`config.mk`:
```
export PLATFORM = sky130hd
export DESIGN_NAME = pc_branch_unit
export DESIGN_NICKNAME = d
export VERILOG_FILES = /design/src/rtl/pc_branch_unit.sv
export SDC_FILE = /design/constraint.sdc
export NUM_CORES = 1
export LEC_CHECK = 0
export CAP_MARGIN = 10
export CORE_AREA = 4 4 85 87
export DETAILED_ROUTE_END_ITERATION = 10
export DIE_AREA = 0 0 89 91
export PLACE_DENSITY = 0.84
export SYNTH_ARGS = -nofsm -noshare
export SYNTH_HDL_FRONTEND = slang
export SYNTH_SLANG_ARGS = --single-unit
```
`constraint.sdc`:
```
create_clock -name clk -period 4.9 [get_ports clk]
set_input_delay 1.47 -clock clk [delete_from_list [all_inputs] [get_ports clk]]
set_output_delay 1.47 -clock clk [all_outputs]
set_load 0.02 [all_outputs]
```
`src/rtl/pc_branch_unit.sv`:
```
// ---------------------------------------------------------------------------
// pc_branch_unit
//   Owns the core PC and sequences instruction fetch: FETCH issues a word
//   request to instruction memory, the returned instruction is held for
//   decode, and the EXEC cycle picks the next PC from the decoded flags and
//   the ALU branch decision / JALR target.
//
//   Optional feature macro: PC_BRANCH_STATS_EN
//     When defined, adds saturating taken-branch, untaken-branch and
//     executed-instruction counters with their output ports.
//     When undefined, those ports and counters do not exist.
// ---------------------------------------------------------------------------
module pc_branch_unit #(
   parameter int PC_W     = 10,  // PC / imem word-address width (< 32)
   parameter int OFFSET_W = 8    // signed branch offset width, in words (<= PC_W)
) (
   input  logic                clk,
   input  logic                reset_n,
   input  logic                start_i,
   input  logic [PC_W-1:0]     start_pc_i,
   output logic                imem_req_o,
   output logic [PC_W-1:0]     imem_addr_o,
   input  logic                imem_valid_i,
   input  logic [31:0]         imem_data_i,
   output logic [31:0]         instr_o,
   output logic                instr_valid_o,
   input  logic                stall_i,
   input  logic                is_branch_i,
   input  logic                is_jalr_i,
   input  logic                is_done_i,
   input  logic [OFFSET_W-1:0] br_offset_i,
   input  logic                jump_now_i,
   input  logic [31:0]         alu_result_i,
   output logic [PC_W-1:0]     pc_o,
   output logic [PC_W-1:0]     pc_plus1_o,
   output logic                halted_o
`ifdef PC_BRANCH_STATS_EN
   ,
   output logic [15:0]         br_taken_o,
   output logic [15:0]         br_nottaken_o,
   output logic [31:0]         instr_count_o
`endif
);

   typedef enum logic [1:0] {
      ST_IDLE  = 2'd0,
      ST_FETCH = 2'd1,
      ST_EXEC  = 2'd2,
      ST_HALT  = 2'd3
   } state_e;

   state_e          state_q, state_d;
   logic [PC_W-1:0] pc_q, pc_d;
   logic [31:0]     instr_q, instr_d;

   // EXEC cycle that commits (not frozen by a stall)
   logic            exec_fire;
   // Branch decision gated by is_branch_i so an undriven jump_now_i never
   // reaches the PC mux on non-branch instructions
   logic            br_taken;
   logic [PC_W-1:0] br_offset_sext;
   logic [PC_W-1:0] pc_inc;
   // Only the low PC_W bits of the ALU result form a JALR target
   logic            alu_hi_unused;

   always_comb exec_fire      = (state_q == ST_EXEC) && !stall_i;
   always_comb br_taken       = is_branch_i & jump_now_i;
   always_comb br_offset_sext = {{(PC_W-OFFSET_W){br_offset_i[OFFSET_W-1]}}, br_offset_i};
   always_comb pc_inc         = pc_q + PC_W'(1);
   always_comb alu_hi_unused  = ^alu_result_i[31:PC_W];

   // State register; async reset drops a pending fetch request immediately
   always_ff @(posedge clk or negedge reset_n) begin
      // NOTE: sequential state uses non-blocking (<=) so every flop samples
      // pre-edge values regardless of statement order.
      if (!reset_n) begin
         state_q <= ST_IDLE;
      end else begin
         state_q <= state_d;
      end
   end

   // Next-state logic
   always_comb begin
      // NOTE: every combinational output gets a default first; a path that
      // leaves it unassigned would otherwise infer a latch.
      state_d = state_q;
      case (state_q)
         ST_IDLE:  if (start_i)      state_d = ST_FETCH;
         ST_FETCH: if (imem_valid_i) state_d = ST_EXEC;
         ST_EXEC:  if (!stall_i)     state_d = is_done_i ? ST_HALT : ST_FETCH;
         ST_HALT:  state_d = ST_HALT;
         default:  state_d = ST_IDLE;
      endcase
   end

   // Outputs decoded from the current state
   always_comb begin
      imem_req_o    = (state_q == ST_FETCH);
      instr_valid_o = (state_q == ST_EXEC);
      halted_o      = (state_q == ST_HALT);
      imem_addr_o   = pc_q;
      pc_o          = pc_q;
      pc_plus1_o    = pc_inc;
      instr_o       = instr_q;
   end

   // Next PC and instruction hold; decode priority done > jalr > branch
   always_comb begin
      pc_d    = pc_q;
      instr_d = instr_q;
      if ((state_q == ST_IDLE) && start_i) begin
         pc_d = start_pc_i;
      end
      if ((state_q == ST_FETCH) && imem_valid_i) begin
         instr_d = imem_data_i;
      end
      if (exec_fire) begin
         if (is_done_i) begin
            pc_d = pc_q;
         end else if (is_jalr_i) begin
            pc_d = alu_result_i[PC_W-1:0];
         end else if (br_taken) begin
            pc_d = pc_q + br_offset_sext;
         end else begin
            pc_d = pc_inc;
         end
      end
   end

   // PC and instruction registers
   always_ff @(posedge clk or negedge reset_n) begin
      // NOTE: these are plain registers, not a memory array, so they take
      // the reset like any other state.
      if (!reset_n) begin
         pc_q    <= '0;
         instr_q <= '0;
      end else begin
         pc_q    <= pc_d;
         instr_q <= instr_d;
      end
   end

`ifdef PC_BRANCH_STATS_EN
   logic [15:0] br_taken_q, br_taken_d;
   logic [15:0] br_nottaken_q, br_nottaken_d;
   logic [31:0] instr_count_q, instr_count_d;
   logic        kind_branch;

   // A committing EXEC counts as a branch only when no higher-priority flag wins
   always_comb kind_branch = exec_fire && !is_done_i && !is_jalr_i && is_branch_i;

   // Saturating statistics counters
   always_comb begin
      br_taken_d    = br_taken_q;
      br_nottaken_d = br_nottaken_q;
      instr_count_d = instr_count_q;
      if (kind_branch && jump_now_i && (br_taken_q != '1)) begin
         br_taken_d = br_taken_q + 16'd1;
      end
      if (kind_branch && !jump_now_i && (br_nottaken_q != '1)) begin
         br_nottaken_d = br_nottaken_q + 16'd1;
      end
      if (exec_fire && (instr_count_q != '1)) begin
         instr_count_d = instr_count_q + 32'd1;
      end
   end

   // Counter registers, cleared only by reset
   always_ff @(posedge clk or negedge reset_n) begin
      if (!reset_n) begin
         br_taken_q    <= '0;
         br_nottaken_q <= '0;
         instr_count_q <= '0;
      end else begin
         br_taken_q    <= br_taken_d;
         br_nottaken_q <= br_nottaken_d;
         instr_count_q <= instr_count_d;
      end
   end

   always_comb begin
      br_taken_o    = br_taken_q;
      br_nottaken_o = br_nottaken_q;
      instr_count_o = instr_count_q;
   end
`endif

endmodule

```
==> results.toml <==
[floorplanning]
die_h_um = 91
die-width_um = 89
design.die.area_um2 = 8100
starting_utilization_of_the_core_area = 0.409
standard_cell_core_area_um2 = 6350
num_rows = 29
ioPinCount = 156

[cells_and_area]
final_net_count = 475
areaGrowthSynthToFinish_pct = 54.1
fin_cells = 451
final_layout_size_suffix_gt1_frac = 0.134
diodes = 0
area_occupied_by_multi_input_gates_um2 = 1350
sequential_cell_area_um2 = 1100
n_fill_cell = 499

[cts]
cts_max_level = 2
holdBufCountCts = 0
cts_max_path_buffers = 2
cts_made_buffers = 5
post_cts_setup_bufs = 0
worst_setup_hold_path_clk_slew_ns = 0.08
cts_repair_resize_count = 0
clock_tree.root_cell = "sky130_fd_sc_hd__clkbuf_8"
number_of_sinks_on_the_clock_net = 44
worst_skew_pair.late_latency_ns = 0.30
tritoncts = "done"

[logic_synthesis]
synth_edf_count = 0
syn-num-nets = 352
synthesis.yosys.warnings = 0
synth_adder_area_share = 0.0558
synth_seq_cells = 44
yosysUniqueCellTypes = 45
synth-compound-area-share = 0.114
ys_top_cells_by_count = "44 x sky130_fd_sc_hd__dfrtp_1, 32 x sky130_fd_sc_hd__mux2_2, 17 x sky130_fd_sc_hd__nor2_1, 15 x sky130_fd_sc_hd__nand2_1, 15 x sky130_fd_sc_hd__nand3_1"
muxShareOfSynthArea = 0.150
synth_top_family_by_area = "multiplexers"
yosys-top-cells-area = "sky130_fd_sc_hd__dfrtp_1 42%, sky130_fd_sc_hd__mux2_2 14%, sky130_fd_sc_hd__ha_1 4.8%"
synthMostInstantiatedCell = "sky130_fd_sc_hd__dfrtp_1"
synth_largest_type_area_fraction = 0.424
postSynth.asyncResetShare = 1.00
avgSynthCellArea_um2 = 10.4
syn-cell-area_um2 = 2600
synthSimpleGateAreaFrac = 0.147
ys_dominant_reg_cell = "sky130_fd_sc_hd__dfrtp_1"
count_of_mapped_cells_out_of_synthesis = 250
yosysSeqAreaShare = 0.424
cell_taking_the_most_area_after_synthesis = "sky130_fd_sc_hd__dfrtp_1"
synth_xor_area_frac = 0.0506

[global_routing]
grt.total_usage = 0.182
global_route.overflow_total = 0
grt_antenna_before_repair = 0
grt_pass1_vias = 2295
grt_start_max_net_pins = 45
grt_first_pass_wirelength_um = 11600

[power]
p_comb_frac = 0.623
clock_share_of_power = 0.096
pwr-share-seq = 0.281
cell_internal_pwr_uw = 1430
total_leakage_power_uw = 0.00164
net-switching-power_uw = 1030
irDropWorstVdd_mv = 0.456
power-per-cell-area_nw_per_um2 = 615
report.power.total_uw = 2460
switching_share = 0.418

[status]
outcome = "complete, no violations"

[timing]
worstMarginPinSlew_ns = 0.957
timing.clock.skew_ns = 0.0102
unrepaired_setup_endpoints_after_global_routing = "no"
max_freq_mhz = 271
slew-limit-headroom = 0.362
fin_crit_ns = 3.69
totalNegativeSetupSlack_ns = 0
finalMaxSlewViolations = 0
final_hold_vio_count = 0
setup_viols_final = 0
timing.final.crit_share = 0.754

[detailed_routing]
detailroute.via_count = 2332
viasPerCell = 5.17
drt_pre_antenna_iters = 4
detail_route.drc_violations = 0
detailedRoute.firstIterationViolations = 90
detail_route.wirelength_um = 7560
avgRoutedWirePerCell_um = 16.8
final_antenna_net_count = 0

[place]
port_buffers = 133
placedCellCount = 443
gp_congestion = 0.865
dp_hpwl_um = 6060

[worst_setup_path]
critPathMaxFanout = 7
setup.worst_path.class = "reg -> out"
timing.critical_path.slowest_stage_cell = "sky130_fd_sc_hd__clkdlybuf4s50_1"
path_cells = "ha_1, nand3_1, nor2_1, xnor2_1, clkdlybuf4s50_1"
max_stage_delay_ns = 0.68
arrival_ns = 2.22
type_of_element_launching_the_critical_path = "flop"
worstSetupEndpointType = "output pin"
worst_ep_required_time_ns = 3.43

[worst_hold_path]
worst_hold_path_type = "reg -> reg"

[run]
timing.max_cap.violations = 0
layout make-up:
type | instances | area share
clock buffer | 7 | 0.0216
sequential | 44 | 0.275
inverter | 7 | 0.00656
tap | 77 | 0.0241
multi-input combinational | 180 | 0.336
timing repair buffer | 135 | 0.335
clock inverter | 1 | 0.00188
path summary, 6_finish.rpt:
check / start / end / slack [ns] / cells past startpoint
min in group asynchronous: reset_n / instr_o[6] / 1.32 / 1
worst min-delay path: instr_o[29] / instr_o[29] / 0.51 / 1
worst max-delay path: imem_addr_o[1] / pc_plus1_o[8] / 1.21 / 5
worst max register to register: imem_addr_o[0] / imem_addr_o[8] / 2.51 / 8
worst min register to register: instr_o[29] / instr_o[29] / 0.51 / 1
max in group asynchronous: reset_n / imem_addr_o[2] / 2.98 / 1
placed cells by master, fill, tap and decap left out, types with 2 or more instances in the layout:
cell type,count
sky130_fd_sc_hd__xor2_1,5
sky130_fd_sc_hd__nand2b_1,7
sky130_fd_sc_hd__nand3_1,15
sky130_fd_sc_hd__and2_1,3
sky130_fd_sc_hd__clkdlybuf4s50_1,132
sky130_fd_sc_hd__clkbuf_8,6
sky130_fd_sc_hd__mux2_2,32
sky130_fd_sc_hd__a21oi_2,3
sky130_fd_sc_hd__buf_4,2
sky130_fd_sc_hd__a21o_1,2
sky130_fd_sc_hd__mux2i_1,3
sky130_fd_sc_hd__o21ai_1,2
sky130_fd_sc_hd__a21oi_1,11
sky130_fd_sc_hd__nor3_1,4
sky130_fd_sc_hd__nand2_1,15
sky130_fd_sc_hd__dfrtp_1,44
sky130_fd_sc_hd__inv_1,7
sky130_fd_sc_hd__o21ai_0,10
sky130_fd_sc_hd__a211oi_1,2
sky130_fd_sc_hd__ha_1,10
sky130_fd_sc_hd__a31oi_1,5
sky130_fd_sc_hd__nand3b_1,2
sky130_fd_sc_hd__nor2_1,17
sky130_fd_sc_hd__nor2b_1,3
sky130_fd_sc_hd__xnor2_1,10
kinds of logic (layout without fill, tap and decap cells):
logic type / count (synthesis) / count (layout)
compound gates: 44 / 44
fa+ha+maj: 11 / 11
buf+inv: 26 / 150
xor+xnor: 15 / 15
simple gates: 75 / 75
flops: 44 / 44
mux: 35 / 35
state kept, by name (all words and copies together) (netlist names):
| register | count |
|---|---|
| imem_addr_o | 10 |
| state_q | 2 |
| instr_o | 32 |
routing by layer:
| layer | GRT usage | routed length, µm |
|---|---|---|
| met5 | 0 | 0 |
| met4 | 0.0658 | 163 |
| met2 | 0.311 | 3610 |
| met1 | 0.222 | 3070 |
| met3 | 0.0389 | 710 |
through the flow:
step | worst slack, ns | area (µm²) | utilization | hold WS, ns
after floorplan | 1.93 | 2600 | - | 0.533
after global placement | 1.36 | 3910 | 0.616 | 0.485
after detailed placement | 1.22 | 3910 | 0.616 | 0.492
after CTS | 1.16 | 4000 | 0.631 | 0.510
after global routing | 1.03 | 4000 | 0.631 | 0.522
final | 1.21 | 4000 | 0.631 | 0.506
power by group through the flow:
| stage | Clock [µW] | Sequential, µW | Combinational [µW] |
|---|---|---|---|
| after global placement | 0 | 690 | 1510 |
| after global routing | 261 | 719 | 1640 |
| final | 237 | 691 | 1530 |
| after CTS | 244 | 691 | 1550 |
| after detailed placement | 0 | 697 | 1540 |
| after floorplan | 0 | 884 | 668 |
critical path: cells and delay by family, from the launching register on:
family | cells | cell delay (ns)
buffers and inverters | 1 | 0.68
flip-flops | 1 | 0.53
adder cells (fa/ha/maj) | 1 | 0.31
AND/OR/NAND/NOR | 2 | 0.23
XOR/XNOR | 1 | 0.19
Note: power is estimated with default switching activity, not from simulation.
